## src/rtl/alu_ctrl_pkg.sv

```systemverilog
// Shared definitions for the ALU-sharing controller: ALU opcodes, FSM states and
// the rule for which opcodes produce a meaningful set flag.
package alu_ctrl_pkg;

  localparam logic [2:0] OP_AND = 3'b000;
  localparam logic [2:0] OP_ADD = 3'b001;
  localparam logic [2:0] OP_SLL = 3'b010;
  localparam logic [2:0] OP_SRL = 3'b011;
  localparam logic [2:0] OP_SUB = 3'b100;
  localparam logic [2:0] OP_SLT = 3'b101;
  localparam logic [2:0] OP_ABS = 3'b110;
  localparam logic [2:0] OP_SEQ = 3'b111;

  typedef enum logic [1:0] {
    ST_IDLE    = 2'd0,
    ST_ISSUE   = 2'd1,
    ST_WAIT    = 2'd2,
    ST_RESPOND = 2'd3
  } state_t;

  // Only compare-type operations drive a set flag that clients may rely on.
  function automatic logic op_sets_flag(input logic [2:0] op);
    return (op == OP_SLT) || (op == OP_SEQ);
  endfunction

endpackage

```

## src/rtl/alu_share_ctrl_rr_pick.sv

```systemverilog
// rr_pick: combinational circular priority picker. Searches req upward from start,
// wrapping, and returns the first set bit as one-hot grant plus its index.
module rr_pick #(
  parameter int N     = 2,
  parameter int IDX_W = 1
) (
  input  logic [N-1:0]     req,
  input  logic [IDX_W-1:0] start,
  output logic [N-1:0]     grant,
  output logic [IDX_W-1:0] idx,
  output logic             any
);

  logic [IDX_W:0] k;

  always_comb begin
    grant = '0;
    idx   = '0;
    any   = 1'b0;
    k     = '0;
    for (int i = 0; i < N; i++) begin
      k = {1'b0, start} + (IDX_W + 1)'(i);
      if (k >= (IDX_W + 1)'(N)) k = k - (IDX_W + 1)'(N);
      if (!any && req[k[IDX_W-1:0]]) begin
        any                = 1'b1;
        grant[k[IDX_W-1:0]] = 1'b1;
        idx                = k[IDX_W-1:0];
      end
    end
  end

endmodule

```

## src/rtl/alu_share_ctrl.sv

```systemverilog
// alu_share_ctrl: shares one registered ALU between NUM_REQ requesters (IDLE/ISSUE/WAIT/RESPOND).
// Define ALU_SHARE_FIXED_PRIO_EN for fixed lowest-index-first priority instead of round-robin.
module alu_share_ctrl
  import alu_ctrl_pkg::*;
#(
  parameter int NUM_REQ = 2,
  parameter int DATA_W  = 8,
  parameter int OP_W    = 3
) (
  input  logic                        clk_i,
  input  logic                        rst_i,
  input  logic [NUM_REQ-1:0]          req_valid_i,
  output logic [NUM_REQ-1:0]          req_ready_o,
  input  logic [NUM_REQ*OP_W-1:0]     req_opcode_i,
  input  logic [NUM_REQ*DATA_W-1:0]   req_rs_i,
  input  logic [NUM_REQ*DATA_W-1:0]   req_rt_i,
  output logic [NUM_REQ-1:0]          rsp_valid_o,
  input  logic [NUM_REQ-1:0]          rsp_ready_i,
  output logic [DATA_W-1:0]           rsp_result_o,
  output logic                        rsp_set_o,
  output logic [OP_W-1:0]             alu_opcode_o,
  output logic [DATA_W-1:0]           alu_rs_o,
  output logic [DATA_W-1:0]           alu_rt_o,
  input  logic [DATA_W-1:0]           alu_result_i,
  input  logic                        alu_set_i,
  output logic                        busy_o,
  output logic [$clog2(NUM_REQ)-1:0]  grant_id_o
);

  localparam int IDX_W = $clog2(NUM_REQ);

  state_t              state, state_nxt;
  logic [IDX_W-1:0]    grant_q, start;
  logic [OP_W-1:0]     op_q, sel_op;
  logic [DATA_W-1:0]   rs_q, rt_q, res_q, sel_rs, sel_rt;
  logic                set_q;
  logic [NUM_REQ-1:0]  pick_grant;
  logic [IDX_W-1:0]    pick_idx;
  logic                pick_any;
  logic                owner_ready;

  assign owner_ready = rsp_ready_i[grant_q];

`ifdef ALU_SHARE_FIXED_PRIO_EN
  assign start = '0;
`else
  logic [IDX_W-1:0] rr_ptr;

  // The search for the next round begins just past the requester served last.
  always_ff @(posedge clk_i) begin
    if (rst_i) begin
      rr_ptr <= '0;
    end else if (state == ST_RESPOND && owner_ready) begin
      rr_ptr <= (grant_q == IDX_W'(NUM_REQ - 1)) ? '0 : grant_q + 1'b1;
    end
  end

  assign start = rr_ptr;
`endif

  rr_pick #(
    .N     (NUM_REQ),
    .IDX_W (IDX_W)
  ) u_pick (
    .req   (req_valid_i),
    .start (start),
    .grant (pick_grant),
    .idx   (pick_idx),
    .any   (pick_any)
  );

  always_comb begin
    sel_op = '0;
    sel_rs = '0;
    sel_rt = '0;
    for (int k = 0; k < NUM_REQ; k++) begin
      if (pick_grant[k]) begin
        sel_op = req_opcode_i[k*OP_W +: OP_W];
        sel_rs = req_rs_i[k*DATA_W +: DATA_W];
        sel_rt = req_rt_i[k*DATA_W +: DATA_W];
      end
    end
  end

  always_comb begin
    state_nxt   = state;
    req_ready_o = '0;
    rsp_valid_o = '0;
    case (state)
      ST_IDLE: begin
        req_ready_o = pick_grant;
        if (pick_any) state_nxt = ST_ISSUE;
      end
      ST_ISSUE: state_nxt = ST_WAIT;
      ST_WAIT:  state_nxt = ST_RESPOND;
      ST_RESPOND: begin
        rsp_valid_o[grant_q] = 1'b1;
        if (owner_ready) state_nxt = ST_IDLE;
      end
      default: state_nxt = ST_IDLE;
    endcase
  end

  always_ff @(posedge clk_i) begin
    if (rst_i) begin
      state   <= ST_IDLE;
      grant_q <= '0;
      op_q    <= '0;
      rs_q    <= '0;
      rt_q    <= '0;
      res_q   <= '0;
      set_q   <= 1'b0;
    end else begin
      state <= state_nxt;
      if (state == ST_IDLE && pick_any) begin
        grant_q <= pick_idx;
        op_q    <= sel_op;
        rs_q    <= sel_rs;
        rt_q    <= sel_rt;
      end
      // ALU output is valid one cycle after ISSUE; the flag is masked for non-compare ops.
      if (state == ST_WAIT) begin
        res_q <= alu_result_i;
        set_q <= alu_set_i & op_sets_flag(op_q[2:0]);
      end
    end
  end

  assign alu_opcode_o = op_q;
  assign alu_rs_o     = rs_q;
  assign alu_rt_o     = rt_q;
  assign rsp_result_o = res_q;
  assign rsp_set_o    = set_q;
  assign busy_o       = (state != ST_IDLE);
  assign grant_id_o   = grant_q;

endmodule

```

## config.mk

```make
export PLATFORM = sky130hd
export DESIGN_NAME = alu_share_ctrl
export DESIGN_NICKNAME = d
export VERILOG_FILES = /design/src/rtl/alu_ctrl_pkg.sv /design/src/rtl/alu_share_ctrl_rr_pick.sv /design/src/rtl/alu_share_ctrl.sv
export SDC_FILE = /design/constraint.sdc
export NUM_CORES = 1
export LEC_CHECK = 0
export CAP_MARGIN = 20
export CORE_ASPECT_RATIO = 1.75
export CORE_MARGIN = 4
export CORE_UTILIZATION = 36
export CTS_CLUSTER_DIAMETER = 120
export DETAILED_ROUTE_END_ITERATION = 8
export HOLD_SLACK_MARGIN = 0.12
export PLACE_DENSITY = 0.77
export SLEW_MARGIN = 40
export SYNTH_ARGS = -nofsm -noshare
export SYNTH_HDL_FRONTEND = slang
export SYNTH_SLANG_ARGS = --single-unit
```

## constraint.sdc

```tcl
create_clock -name clk_i -period 2.04 [get_ports clk_i]
set_clock_uncertainty 0.2 [all_clocks]
set_input_delay 0.612 -clock clk_i [delete_from_list [all_inputs] [get_ports clk_i]]
set_output_delay 0.612 -clock clk_i [all_outputs]
set_load 0.01 [all_outputs]
```

==> reports/metrics.yaml, run 1 <==
routed_wl_um: 4724
wl_per_cell_um: 16.52
num_rows: 29
initialDrtViolationCount: 9
ctsRootBufferMaster: "clkbuf_8"
yosysUniqueCellTypes: 29
min_path_type: "flop to flop"
n_antenna_cell: 0
die_h_um: 90.80
endpoint_kind: "output pin"
synth_warnings: 0
grt.overflow.total: 0
ys_async_sr_fraction: 0
arrival_ns: 1.19
leakage_nw: 0.9790
dieArea_mm2: 0.005022
synth-seq-cells: 32
grt_pass1_vias: 1694
clk_pin_slew_worst_paths_ns: 0.06
cts_tree: "built"
reg2reg_from: "state[0]"
gp_congestion: 0.8052
startpoint: "state[1]"
track_usage: 0.1955
synth_top_family_by_area: "compound AO/OA/AOI/OAI gates"
cap_violations: 0
cp.required_ns: 1.23
syn_nets: 194
reg2regPathDepth: 5
cts_max_path_buffers: 2
synth_flop_cell: "dfxtp_1"
synth-adder-area-share: 0.02662
power.density_mw_per_mm2: 1065
clock-sinks: 32
ir_drop_mv: 0.7793
period_share: 0.9790
viasPerCell: 5.301
grt_max_degree: 21
synth_edf_count: 0
htree_levels: 2
register_area_um2: 641.9
hold_end: "alu_rs_o[2]"
holdPathStages: 1
hold_viol: 0
hold_buffers: 0
status: "complete, no violations"
drive_above_1_share: 0.1667
crit_fanout: 4
first_pass_iters: 4
dp_hpwl_um: 3841
slew_headroom: 0.6108
worst_slew_pin_slew_ns: 0.5804
worst-setup-path-type: "flop to output pin"
start_kind: "flop"
min_period_ns: 1.997
synth_area_mm2: 0.001410
power.total_mw: 2.683
rr_endpoint: "state[0]"
synth.avg_cell_area_um2: 10.22
dpl_cell_area_mm2: 0.002446
clock.fmax_mhz: 500.7
grt_pass1_wl_um: 7948
area_growth_pct: 78.70
synth_mux_area_frac: 0.07098
ant_nets: 0
initial_utilization: 0.3810
synth_compound_area_frac: 0.2937
synthXorXnorAreaFrac: 0
vias: 1516
post-route-cell-area_mm2: 0.002520
multi_input_area_um2: 709.4
die_w_um: 55.31
core_mm2: 0.003701
r2r_slack_ns: 0.37
nFillCells: 308
drc: 0
final_core_util: 0.6809
hold_start: "alu_rs_o[2]"
setup_viol: 0
synth-simple-area-share: 0.09672
fin_hold_ws_ns: 0.2628
rsz0062_at_grt: "false"
numCtsBuffers: 5
layout.nets: 296
boundaryPins: 87
syn_inst: 138
slew_viol_final: 0
clk_latency_ns: 0.28
port_buffers: 86
seq_area_frac_synth: 0.4543
post_cts_buffers: 0
grt_antenna_before_repair: 0
## metal layers
layer / GRT usage / up-vias / routed length, um
met3: 0.06581 / 17 / 343
met1: 0.1898 / 690 / 1704
met2: 0.3636 / 79 / 2544
met4: 0.08316 / 0 / 131
li1: - / 730 / -
met5: 0 / - / 0
## cells by family (layout without fill, tap and decap cells)
logic type | Yosys count | count (layout)
buf+inv | 15 | 117
simple gates | 29 | 29
fa+ha+maj | 3 | 3
flops | 32 | 32
mux | 10 | 10
compound gates | 49 | 49
## state kept, by name, summed over array words and instances, names as in the netlist
signal	count
alu_rs_o	8
state	2
grant_id_o	1
rr_ptr	1
alu_rt_o	8
rsp_result_o	8
alu_opcode_o	3
rsp_set_o	1
## power breakdown
part / total, mW / internal (mW) / leakage, nW / switching, mW
Clock: 0.441 / 0.231 / 0.0410 / 0.210
Combinational: 1.31 / 0.751 / 0.675 / 0.559
Sequential: 0.931 / 0.813 / 0.263 / 0.119
Total: 2.68 / 1.79 / 0.979 / 0.888
## cell type report
cell class	count	area share
tap	46	0.02284
multi-input combinational	91	0.2815
timing repair buffer	105	0.4027
sequential	32	0.2547
clock buffer	6	0.02880
inverter	5	0.007448
clock inverter	1	0.001986
## worst max-delay path, cell delays in order (launching register included)
cell	delay [ns]
dfxtp_2	0.35
inv_1	0.07
ha_4	0.17
inv_2	0.07
clkdlybuf4s15_1	0.25
## metrics by stage
stage / setup TNS (ns) / std cells / setup WS (ns)
3_5_place_dp: -6.084 / 279 / -0.7866
3_3_place_gp: -4.690 / 279 / -0.7809
6_report: 0 / 286 / 0.04275
5_1_grt: 0 / 286 / 0.0005648
2_1_floorplan: 0 / 138 / 0.08131
4_1_cts: -0.04770 / 286 / -0.04770
## how the worst max path moves through the flow
stage / to / slack (ns) / depth (start not counted)
floorplan: req_ready_o[0] / 0.08 / 3
global placement: req_ready_o[0] / -0.78 / 4
detailed placement: req_ready_o[0] / -0.79 / 4
CTS: req_ready_o[0] / -0.05 / 4
global route: rsp_valid_o[0] / 0.0006 / 4
finish: busy_o / 0.04 / 4
## synth_stat cells (2+ instances only)
| master | instances | share of area |
|---|---|---|
| o2bb2ai_1 | 13 | 0.081 |
| clkbuf_1 | 2 | 0.0053 |
| a21oi_1 | 3 | 0.011 |
| o32ai_1 | 6 | 0.037 |
| buf_2 | 5 | 0.018 |
| a211oi_1 | 8 | 0.043 |
| dfxtp_1 | 32 | 0.45 |
| ha_1 | 3 | 0.027 |
| a32oi_1 | 13 | 0.081 |
| nor2_1 | 17 | 0.045 |
| mux2i_1 | 10 | 0.071 |
| inv_1 | 4 | 0.011 |
| nand2b_1 | 5 | 0.022 |
| buf_6 | 2 | 0.016 |
## layout by cell type, fill, tap and decap left out, drive strengths merged, types with 3 or more instances in the layout
| cell | count |
|---|---|
| a32oi | 13 |
| clkdlybuf4s50 | 76 |
| clkbuf | 7 |
| ha | 3 |
| o2bb2ai | 13 |
| a211oi | 8 |
| a21oi | 3 |
| nand2b | 5 |
| o32ai | 6 |
| mux2i | 10 |
| nor2 | 18 |
| inv | 5 |
| buf | 24 |
| dfxtp | 32 |
## what timing repair did
action / CTS / global route
resized for setup: 27 / 7
setup endpoints to repair: 10 / 5
pin swaps: 1 / 0
(Power assumes the default switching activity.)
==> run 2, diff against run 1 <==
--- a/config.mk
+++ b/config.mk
@@ -12,7 +12,7 @@
 export CTS_CLUSTER_DIAMETER = 120
 export DETAILED_ROUTE_END_ITERATION = 8
 export HOLD_SLACK_MARGIN = 0.12
-export PLACE_DENSITY = 0.77
+export PLACE_DENSITY_LB_ADDON = 0.25
 export SLEW_MARGIN = 40
 export SYNTH_ARGS = -nofsm -noshare
 export SYNTH_HDL_FRONTEND = slang
==> reports/metrics.yaml, run 2 (synthesis gave the netlist of run 1 again) <==
place_ws_ns: -0.7636  # was -0.7866 ns
numCtsBuffers: 5  # unchanged
num_rows: 29  # unchanged
layout.nets: 296  # unchanged
clkPwrFrac: 0.230  # was 0.164
drive_above_1_share: 0.1909  # was 0.1667
clk_pin_slew_worst_paths_ns: 0.07  # was 0.06 ns
clock-sinks: 32  # unchanged
power.density_mw_per_mm2: 1125  # was 1065 mW/mm^2
cp.required_ns: 1.23  # about the same
port_buffers: 86  # unchanged
slew_headroom: 0.6171  # was 0.6108
ctsRootBufferMaster: "clkbuf_8"  # unchanged
boundaryPins: 87  # unchanged
dpl_cell_area_mm2: 0.002434  # was 0.002446 mm^2
first_pass_iters: 3  # was 4
htree_levels: 2  # unchanged
critPathSlowestCell: "clkdlybuf4s50_1"  # was dfxtp_2
ir_drop_mv: 0.7503  # was 0.7793 mV
crit_fanout: 3  # was 4
n_antenna_cell: 0  # unchanged
multi_input_area_um2: 721.9  # was 709.4 um^2
grt_max_degree: 14  # was 21
cp_slowest_stage_delay_ns: 0.55  # was 0.35 ns
post-route-cell-area_mm2: 0.002564  # was 0.002520 mm^2
grt_pass1_vias: 1653  # was 1,694
power_frac_comb: 0.447  # was 0.488
gp_congestion: 0.8169  # was 0.8052
wl_per_cell_um: 15.97  # was 16.52 um
crit_chain: "clkdlybuf4s50_1"  # was inv_1 -> ha_4 -> inv_2 -> clkdlybuf4s15_1
power.total_mw: 2.883  # was 2.683 mW
p_int_mw: 1.982  # was 1.795 mW
instances_no_fill: 287  # was 286
mostFrequentLayoutCells: "clkdlybuf4s50_1, dfxtp_1, buf_4"  # was clkdlybuf4s50_1, dfxtp_1, nor2_1
cap_violations: 0  # unchanged
initialDrtViolationCount: 36  # was 9
grt_pass1_wl_um: 7845  # was 7948 um
dp_hpwl_um: 3704  # was 3841 um
worst-setup-path-type: "flop to output pin"  # unchanged
p_sw_frac: 0.3127  # was 0.3311
p_switching_mw: 0.9016  # was 0.8884 mW
grt_antenna_before_repair: 0  # unchanged
clock.fmax_mhz: 501.5  # was 500.7 MHz
status: "complete, no violations"  # unchanged
cts_max_path_buffers: 2  # unchanged
final_common_cell: "clkdlybuf4s50_1"  # unchanged
register_area_um2: 644.4  # was 641.9 um^2
routed_wl_um: 4583  # was 4724 um
endpoint_kind: "output pin"  # unchanged
die_w_um: 55.31  # unchanged
min_period_ns: 1.994  # was 1.997 ns
worst_slew_pin_slew_ns: 0.5710  # was 0.5804 ns
drc: 0  # unchanged
core_mm2: 0.003701  # unchanged
viasPerCell: 5.223  # was 5.301
period_share: 0.9775  # was 0.9790
finalWorstSetupSlack_ns: 0.04588  # was 0.04275 ns
area_growth_pct: 81.81  # was 78.70%
path_buf_inv: 1  # was 3
hold_viol: 0  # unchanged
slew_viol_final: 0  # unchanged
dieArea_mm2: 0.005022  # unchanged
cts_tree: "built"  # unchanged
start_kind: "flop"  # unchanged
dp_cells: 279  # unchanged
clk_latency_ns: 0.28  # about the same
r2r_slack_ns: 0.47  # was 0.37 ns
die_h_um: 90.80  # unchanged
final_core_util: 0.6927  # was 0.6809
power_frac_seq: 0.322  # was 0.347
post_cts_buffers: 0  # unchanged
vias: 1499  # was 1,516
initial_utilization: 0.3810  # unchanged
setup_viol: 0  # unchanged
hold_buffers: 0  # unchanged
min_path_type: "flop to flop"  # unchanged
nFillCells: 307  # was 308
leakage_nw: 0.9843  # was 0.9790 nW
cp_top_family: "buffers and inverters"  # unchanged
track_usage: 0.1905  # was 0.1955
arrival_ns: 1.18  # was 1.19 ns
grt.overflow.total: 0  # unchanged
ant_nets: 0  # unchanged
-- run 2: power groups by stage --
stage / Combinational (mW) / Sequential [mW] / Clock, mW
after detailed placement: 1.30 / 0.935 / 0
after global placement: 1.26 / 0.925 / 0
final: 1.29 / 0.930 / 0.664
after floorplan: 0.484 / 1.00 / 0
after global routing: 1.40 / 0.953 / 0.709
after CTS: 1.28 / 0.925 / 0.678
-- run 2: layout make-up --
cell class	count	area share
clock buffer	7	0.03758
clock inverter	1	0.01171
inverter	5	0.007321
multi-input combinational	91	0.2816
sequential	32	0.2513
tap	46	0.02245
timing repair buffer	105	0.3880
-- run 2: per-stage QoR --
| step | TNS (ns) | hold slack [ns] |
|---|---|---|
| after floorplan | 0 | 0.2840 |
| after global placement | -4.207 | 0.2451 |
| after detailed placement | -5.668 | 0.2455 |
| after CTS | -0.07037 | 0.2666 |
| after global routing | -0.0001035 | 0.2777 |
| final | 0 | 0.2643 |
-- run 2: path summary, 6_finish.rpt --
path,from,end,cells after the start
hold / removal,alu_rt_o[3],alu_rt_o[3],1
setup / recovery,alu_opcode_o[0],alu_opcode_o[0],1
hold reg to reg,alu_rt_o[3],alu_rt_o[3],1
setup reg to reg,state[1],alu_rt_o[1],7
-- run 2: metal layers --
metal  global-route usage  share of wire  vias to the layer above
li1                     -              -                      730
met1               0.1801           0.35                      699
met2               0.3557           0.55                       62
met3              0.07010          0.082                        8
met4              0.08114          0.015                        0
met5                    0              0                        -
-- run 2: timing repair --
item,in CTS,in global routing
hold endpoints to repair,0,0
pin swaps,1,0
resized for setup,27,12
gates cloned,0,0
setup endpoints to repair,7,6
